==> config.mk <==
export PLATFORM = sky130hd
export DESIGN_NAME = serial_rx_lane_flat
export DESIGN_NICKNAME = d
export VERILOG_FILES = /design/src/rtl/serial_rx_lane_if.sv /design/src/rtl/serial_rx_lane.sv /design/src/flat_wrapper.sv
export SDC_FILE = /design/constraint.sdc
export NUM_CORES = 1
export LEC_CHECK = 0
export ABC_AREA = 1
export BUFFER_PORTS_ARGS = -buffer_cell sky130_fd_sc_hd__buf_2
export CAP_MARGIN = 20
export CELL_PAD_IN_SITES_DETAIL_PLACEMENT = 1
export CELL_PAD_IN_SITES_GLOBAL_PLACEMENT = 1
export CORE_AREA = 2 2 57 59
export DETAILED_ROUTE_END_ITERATION = 7
export DIE_AREA = 0 0 59 61
export HOLD_SLACK_MARGIN = 0.15
export PLACE_DENSITY_LB_ADDON = 0.1
export SLEW_MARGIN = 40
export SYNTH_ARGS = -nofsm -noshare
export SYNTH_HDL_FRONTEND = slang
export SYNTH_SLANG_ARGS = --single-unit
==> constraint.sdc <==
create_clock -name clk_8f -period 3.5 [get_ports clk_8f]
set_clock_uncertainty 0.2 [all_clocks]
set_input_delay 0.7 -clock clk_8f [delete_from_list [all_inputs] [get_ports clk_8f]]
set_output_delay 0.7 -clock clk_8f [all_outputs]
set_load 0.05 [all_outputs]
==> src/rtl/serial_rx_lane_if.sv <==
// Parallel-side and serial-input signals of one receive lane.
// master drives the serial stream and enable; slave is the receiver.
interface serial_rx_lane_if;
  logic       enable;
  logic       rx_in;
  logic [7:0] data_out;
  logic       valid_out;
  logic       byte_strobe;
  logic       active;

  modport master (
    output enable, rx_in,
    input  data_out, valid_out, byte_strobe, active
  );

  modport slave (
    input  enable, rx_in,
    output data_out, valid_out, byte_strobe, active
  );
endinterface

==> src/rtl/serial_rx_lane.sv <==
// Single-lane serial receiver: comma hunt, lock after SYNC_COUNT aligned commas, byte output.
// Optional loss-of-sync detection in ACTIVE is built when SERIAL_RX_LOS_EN is defined.
module serial_rx_lane #(
  parameter logic [7:0]  COMMA      = 8'hBC,
  parameter int unsigned SYNC_COUNT = 4
) (
  input logic             clk_8f,
  input logic             reset_L,
  serial_rx_lane_if.slave lane
);

  typedef enum logic [1:0] {SEARCH, COUNT, ACTIVE} state_t;

  localparam logic [3:0] SYNC_LIMIT = 4'(SYNC_COUNT);

  state_t     state_q, state_d;
  // Only the 7 newest bits are kept; the window is always formed with rx_in appended.
  logic [6:0] sr_q, sr_d;
  logic [2:0] bit_q, bit_d;
  logic [3:0] comma_q, comma_d;
  logic [7:0] data_q, data_d;
  logic       valid_q, valid_d;
  logic       strobe_q, strobe_d;
  logic       active_q;
  logic [7:0] win;
  logic [3:0] comma_inc;
`ifdef SERIAL_RX_LOS_EN
  logic [1:0] los_q, los_d;
`endif

  always_ff @(posedge clk_8f or negedge reset_L) begin
    if (!reset_L) begin
      state_q  <= SEARCH;
      sr_q     <= '0;
      bit_q    <= '0;
      comma_q  <= '0;
      data_q   <= '0;
      valid_q  <= 1'b0;
      strobe_q <= 1'b0;
      active_q <= 1'b0;
`ifdef SERIAL_RX_LOS_EN
      los_q    <= '0;
`endif
    end else begin
      state_q  <= state_d;
      sr_q     <= sr_d;
      bit_q    <= bit_d;
      comma_q  <= comma_d;
      data_q   <= data_d;
      valid_q  <= valid_d;
      strobe_q <= strobe_d;
      active_q <= (state_d == ACTIVE);
`ifdef SERIAL_RX_LOS_EN
      los_q    <= los_d;
`endif
    end
  end

  always_comb begin
    win       = {sr_q, lane.rx_in};
    comma_inc = comma_q + 4'd1;
    state_d   = state_q;
    sr_d      = sr_q;
    bit_d     = bit_q;
    comma_d   = comma_q;
    data_d    = data_q;
    valid_d   = valid_q;
    strobe_d  = 1'b0;
`ifdef SERIAL_RX_LOS_EN
    los_d     = los_q;
`endif
    if (!lane.enable) begin
      state_d = SEARCH;
      sr_d    = '0;
      bit_d   = '0;
      comma_d = '0;
      valid_d = 1'b0;
`ifdef SERIAL_RX_LOS_EN
      los_d   = '0;
`endif
    end else begin
      sr_d = win[6:0];
      unique case (state_q)
        SEARCH: begin
          if (win == COMMA) begin
            bit_d   = '0;
            comma_d = 4'd1;
            state_d = COUNT;
          end
        end
        COUNT: begin
          bit_d = bit_q + 3'd1;
          if (bit_q == 3'd7) begin
            if (win == COMMA) begin
              comma_d = comma_inc;
              if (comma_inc == SYNC_LIMIT) state_d = ACTIVE;
            end else begin
              comma_d = '0;
              state_d = SEARCH;
            end
          end
        end
        ACTIVE: begin
          bit_d = bit_q + 3'd1;
          if (bit_q == 3'd7) begin
            strobe_d = 1'b1;
            if (win == COMMA) begin
              valid_d = 1'b0;
            end else begin
              data_d  = win;
              valid_d = 1'b1;
            end
          end
`ifdef SERIAL_RX_LOS_EN
          // A comma seen off the frame boundary means the frame clock has slipped.
          if (win == COMMA) begin
            if (bit_q == 3'd7) begin
              los_d = '0;
            end else if (los_q == 2'd2) begin
              los_d    = '0;
              comma_d  = '0;
              valid_d  = 1'b0;
              strobe_d = 1'b0;
              state_d  = SEARCH;
            end else begin
              los_d = los_q + 2'd1;
            end
          end
`endif
        end
        default: state_d = SEARCH;
      endcase
    end
  end

  assign lane.data_out    = data_q;
  assign lane.valid_out   = valid_q;
  assign lane.byte_strobe = strobe_q;
  assign lane.active      = active_q;

endmodule

==> src/flat_wrapper.sv <==
// flat-port wrapper written by rule: the top's interface ports become plain ports
module serial_rx_lane_flat 
#(
  parameter logic [7:0]  COMMA      = 8'hBC,
  parameter int unsigned SYNC_COUNT = 4
)
  (clk_8f, reset_L, lane_enable, lane_rx_in, lane_data_out, lane_valid_out, lane_byte_strobe, lane_active);
  serial_rx_lane_if lane_i ();
  input logic clk_8f;
  input logic reset_L;
  input wire logic [$bits(lane_i.enable)-1:0] lane_enable;
  input wire logic [$bits(lane_i.rx_in)-1:0] lane_rx_in;
  output wire logic [$bits(lane_i.data_out)-1:0] lane_data_out;
  output wire logic [$bits(lane_i.valid_out)-1:0] lane_valid_out;
  output wire logic [$bits(lane_i.byte_strobe)-1:0] lane_byte_strobe;
  output wire logic [$bits(lane_i.active)-1:0] lane_active;
  assign lane_i.enable = lane_enable;
  assign lane_i.rx_in = lane_rx_in;
  assign lane_data_out = lane_i.data_out;
  assign lane_valid_out = lane_i.valid_out;
  assign lane_byte_strobe = lane_i.byte_strobe;
  assign lane_active = lane_i.active;
  serial_rx_lane #(.COMMA(COMMA), .SYNC_COUNT(SYNC_COUNT)) u_core (.clk_8f(clk_8f), .reset_L(reset_L), .lane(lane_i));
endmodule
==> impl_results.md <==
* Status: finished, final reports clean
* Synth Cell Area at between 1000 and 1500 um^2
* Ant diodes at 0
* Worst-margin pin slew at around 590 ps
* First-pass GRT wire length at 4.485 mm
* Setup violators final at 0
* WL per Instance at between 10 and 15 um
* Final ANT Viol Nets at 0
* Critical Path Start Type: register
* Yosys top cell area share at 0.5123
* Share of the clock period used by the worst path at 0.5536
* Total negative slack at 0 ps
* Vias in the first global route at 1022
* Initial core utilization at 0.4466
* RSZ-0062 raised after global routing: false
* Family with the most delay on the worst path: flip-flops
* Worst setup EP type: register
* Syn_nets at roughly 160
* Leak at approximately 0.00085 uW
* Detailed-placement wirelength estimate at between 1.5 and 2 mm
* Synth Area per Inst at around 9 um^2
* Slew Limit Fails at 0
* CTS tree: yes
* Area Overhead vs Synth at 10.44%
* Die area at 3599 um^2
* Worst Path Arrival at around 2000 ps
* Root Buffer: clkbuf_4
* Synth area leaders: dfrtp_1 51%, nand2_1 13%, ha_1 8.5%
* Critical Setup Path Class: register to register
* Htree depth at 1
* CP bufs+invs at 1
* Largest net degree at the start of global routing at 28
* Fin crit period at roughly 1900 ps
* PwrDens at roughly 340 nW/um^2
* Vias/cell at between 4 and 5
* First DRT Iteration DRCs at 20
* Boundary pin count at 15
* Critical Path, Cell by Cell: ha_1 > ha_1 > inv_1 > nor3_4 > nand2_2 > mux2_2
* Clk_lat worst skew at around 350 ps
* Die span in x at 59 um
* Routability cong. at roughly 0.83
* Area of the multi-input gates at 530.5 um^2
* Port Buf Inserts at 14
* First-pass detailed-route iteration total at 4
* Slowest CP cell: dfrtp_1
* Post-Route WL at approximately 2.6 mm
* Yosys reg bits at 27
* Clock transition at the registers of the reported paths at between 150 and 200 ps
* Fin. Hold Viols at 0
* Worst rel slew slack at 0.6042
* Via Count at 982
* Max-cap viol count at 0
* Fillers at 353
* Row count at 20
* Total GRT Usage at 0.1707
* Sequential share of the synthesized area at 0.5123
* Initial antenna violation count at 0
* Clk buf depth at 2
* Synth cell types at 18
* CP required at 3560 ps
* Drt drc at 0
* Die height at around 60 um
* Num CTS Buffers at 3
* Cell taking the most area after synthesis: dfrtp_1
* GRT overflow at 0
* Final WS setup at 1563 ps
* Post-place setup slack at about 1300 ps
* Crit Path Max Fanout at 12
* Core ar. at between 2000 and 3000 um^2
* Max Clock Freq at roughly 520 MHz
* Fraction of layout instances using a drive strength above 1 at 0.1636
* Slowest Stage Delay on Critical Path at about 430 ps
* Synth Instances at approximately 150
* Postcts setup bufs at 0
* # nets final at 179
* Num Clock Sinks at 27
* YS warnings at 0
* Seq. cell area at 675.6 um^2
* Peak VDD IR at about 200 uV
* Worst min path class: register to register
* Most frequent CP cell: ha_1
==> power by group <==
group	internal [uW]	switching (uW)
registers	317	4.12
clock network	46.8	104
logic	7.10	23.0
total	371	131
==> layer usage <==
metal,GRT usage,part of all wire
met5,0,0
met4,0.08442,0.017
met3,0.03198,0.029
met2,0.2841,0.48
met1,0.2140,0.47
==> repair_timing <==
item | in CTS | in global routing
hold buffers | 1 | 0
hold endpoints to repair | 17 | 0
resized for setup | 0 | 0
==> cells in the final DEF (no fill, tap or decap), drive strengths merged <==
| cell type | instances |
|---|---|
| nand3 | 6 |
| nand2 | 45 |
| dfrtp | 27 |
| dlygate4sd3 | 1 |
| ha | 9 |
| nor3 | 3 |
| clkbuf | 3 |
| inv | 27 |
| mux2 | 5 |
| a21oi | 3 |
| nor2 | 9 |
| nand4 | 1 |
| o21ai | 11 |
| buf | 14 |
| a31oi | 1 |
==> cell usage after synthesis <==
cell type / count
nor2_1: 9
clkbuf_1: 1
ha_1: 9
inv_2: 1
o21ai_0: 11
inv_1: 25
mux2_2: 2
nand3_1: 6
nor3_1: 2
dfrtp_1: 27
nand2_1: 44
buf_6: 1
mux2_4: 3
nand2_2: 1
a21oi_1: 3
nand4_1: 1
a31oi_2: 1
nor3_4: 1
==> logic make-up after synthesis <==
family                     synth area share
muxes                               0.05123
DFF                                  0.5123
AOI/OAI and AO/OA                   0.06261
adders and majority gates           0.08539
buffers and inverters               0.08538
and+or+nand+nor                      0.2030
==> area by class of cell <==
cell class / count / share of cell area
Inverter: 26 / 0.06701
Multi-Input combinational cell: 93 / 0.3643
Timing Repair Buffer: 15 / 0.05498
Clock inverter: 1 / 0.006014
Tap cell: 33 / 0.02835
Sequential cell: 27 / 0.4639
Clock buffer: 3 / 0.01546
==> per-stage QoR <==
stage	hold WS, ps	power, uW	cell area, um^2	cells	util
global route	319.8	523.7	1456	198	0.4932
floorplan	204.4	342.5	1319	148	-
CTS	293.7	510.6	1456	198	0.4932
global placement	256.7	356.2	1415	193	0.4792
detailed placement	256.1	356.9	1415	193	0.4792
finish	292.1	501.6	1456	198	0.4932
==> final timing paths <==
| check | start | cells after the start | slack [ps] | endpoint |
|---|---|---|---|---|
| setup / recovery | u_core.bit_q[0]$_DFFE_PN0P_ | 6 | 1560 | u_core.lane.data_out[2]$_DFFE_PN0P_ |
| hold / removal | u_core.sr_q[5]$_DFF_PN0_ | 2 | 290 | u_core.sr_q[6]$_DFF_PN0_ |
| setup reg to reg | u_core.bit_q[0]$_DFFE_PN0P_ | 6 | 1560 | u_core.lane.data_out[2]$_DFFE_PN0P_ |
| hold reg to reg | u_core.sr_q[5]$_DFF_PN0_ | 2 | 290 | u_core.sr_q[6]$_DFF_PN0_ |
| max in group asynchronous | reset_L | 2 | 2030 | u_core.bit_q[0]$_DFFE_PN0P_ |
| min in group asynchronous | reset_L | 2 | 660 | u_core.lane.data_out[0]$_DFFE_PN0P_ |
==> flip-flops by register name, indices dropped and copies added, names as in the netlist <==
name and flops:
u_core.lane.data_out 8, u_core.sr_q 7, u_core.comma_q 4, u_core.bit_q 3, u_core.state_q 2, u_core.lane.active 1
u_core.lane.byte_strobe 1, u_core.lane.valid_out 1
==> worst register-to-register path, stage by stage (launching register included) <==
cell     delay (ps)
dfrtp_1         430
ha_1            200
ha_1            210
inv_1           150
nor3_4           60
nand2_2         230
mux2_2          380
Power figures use the tool's default switching activity.
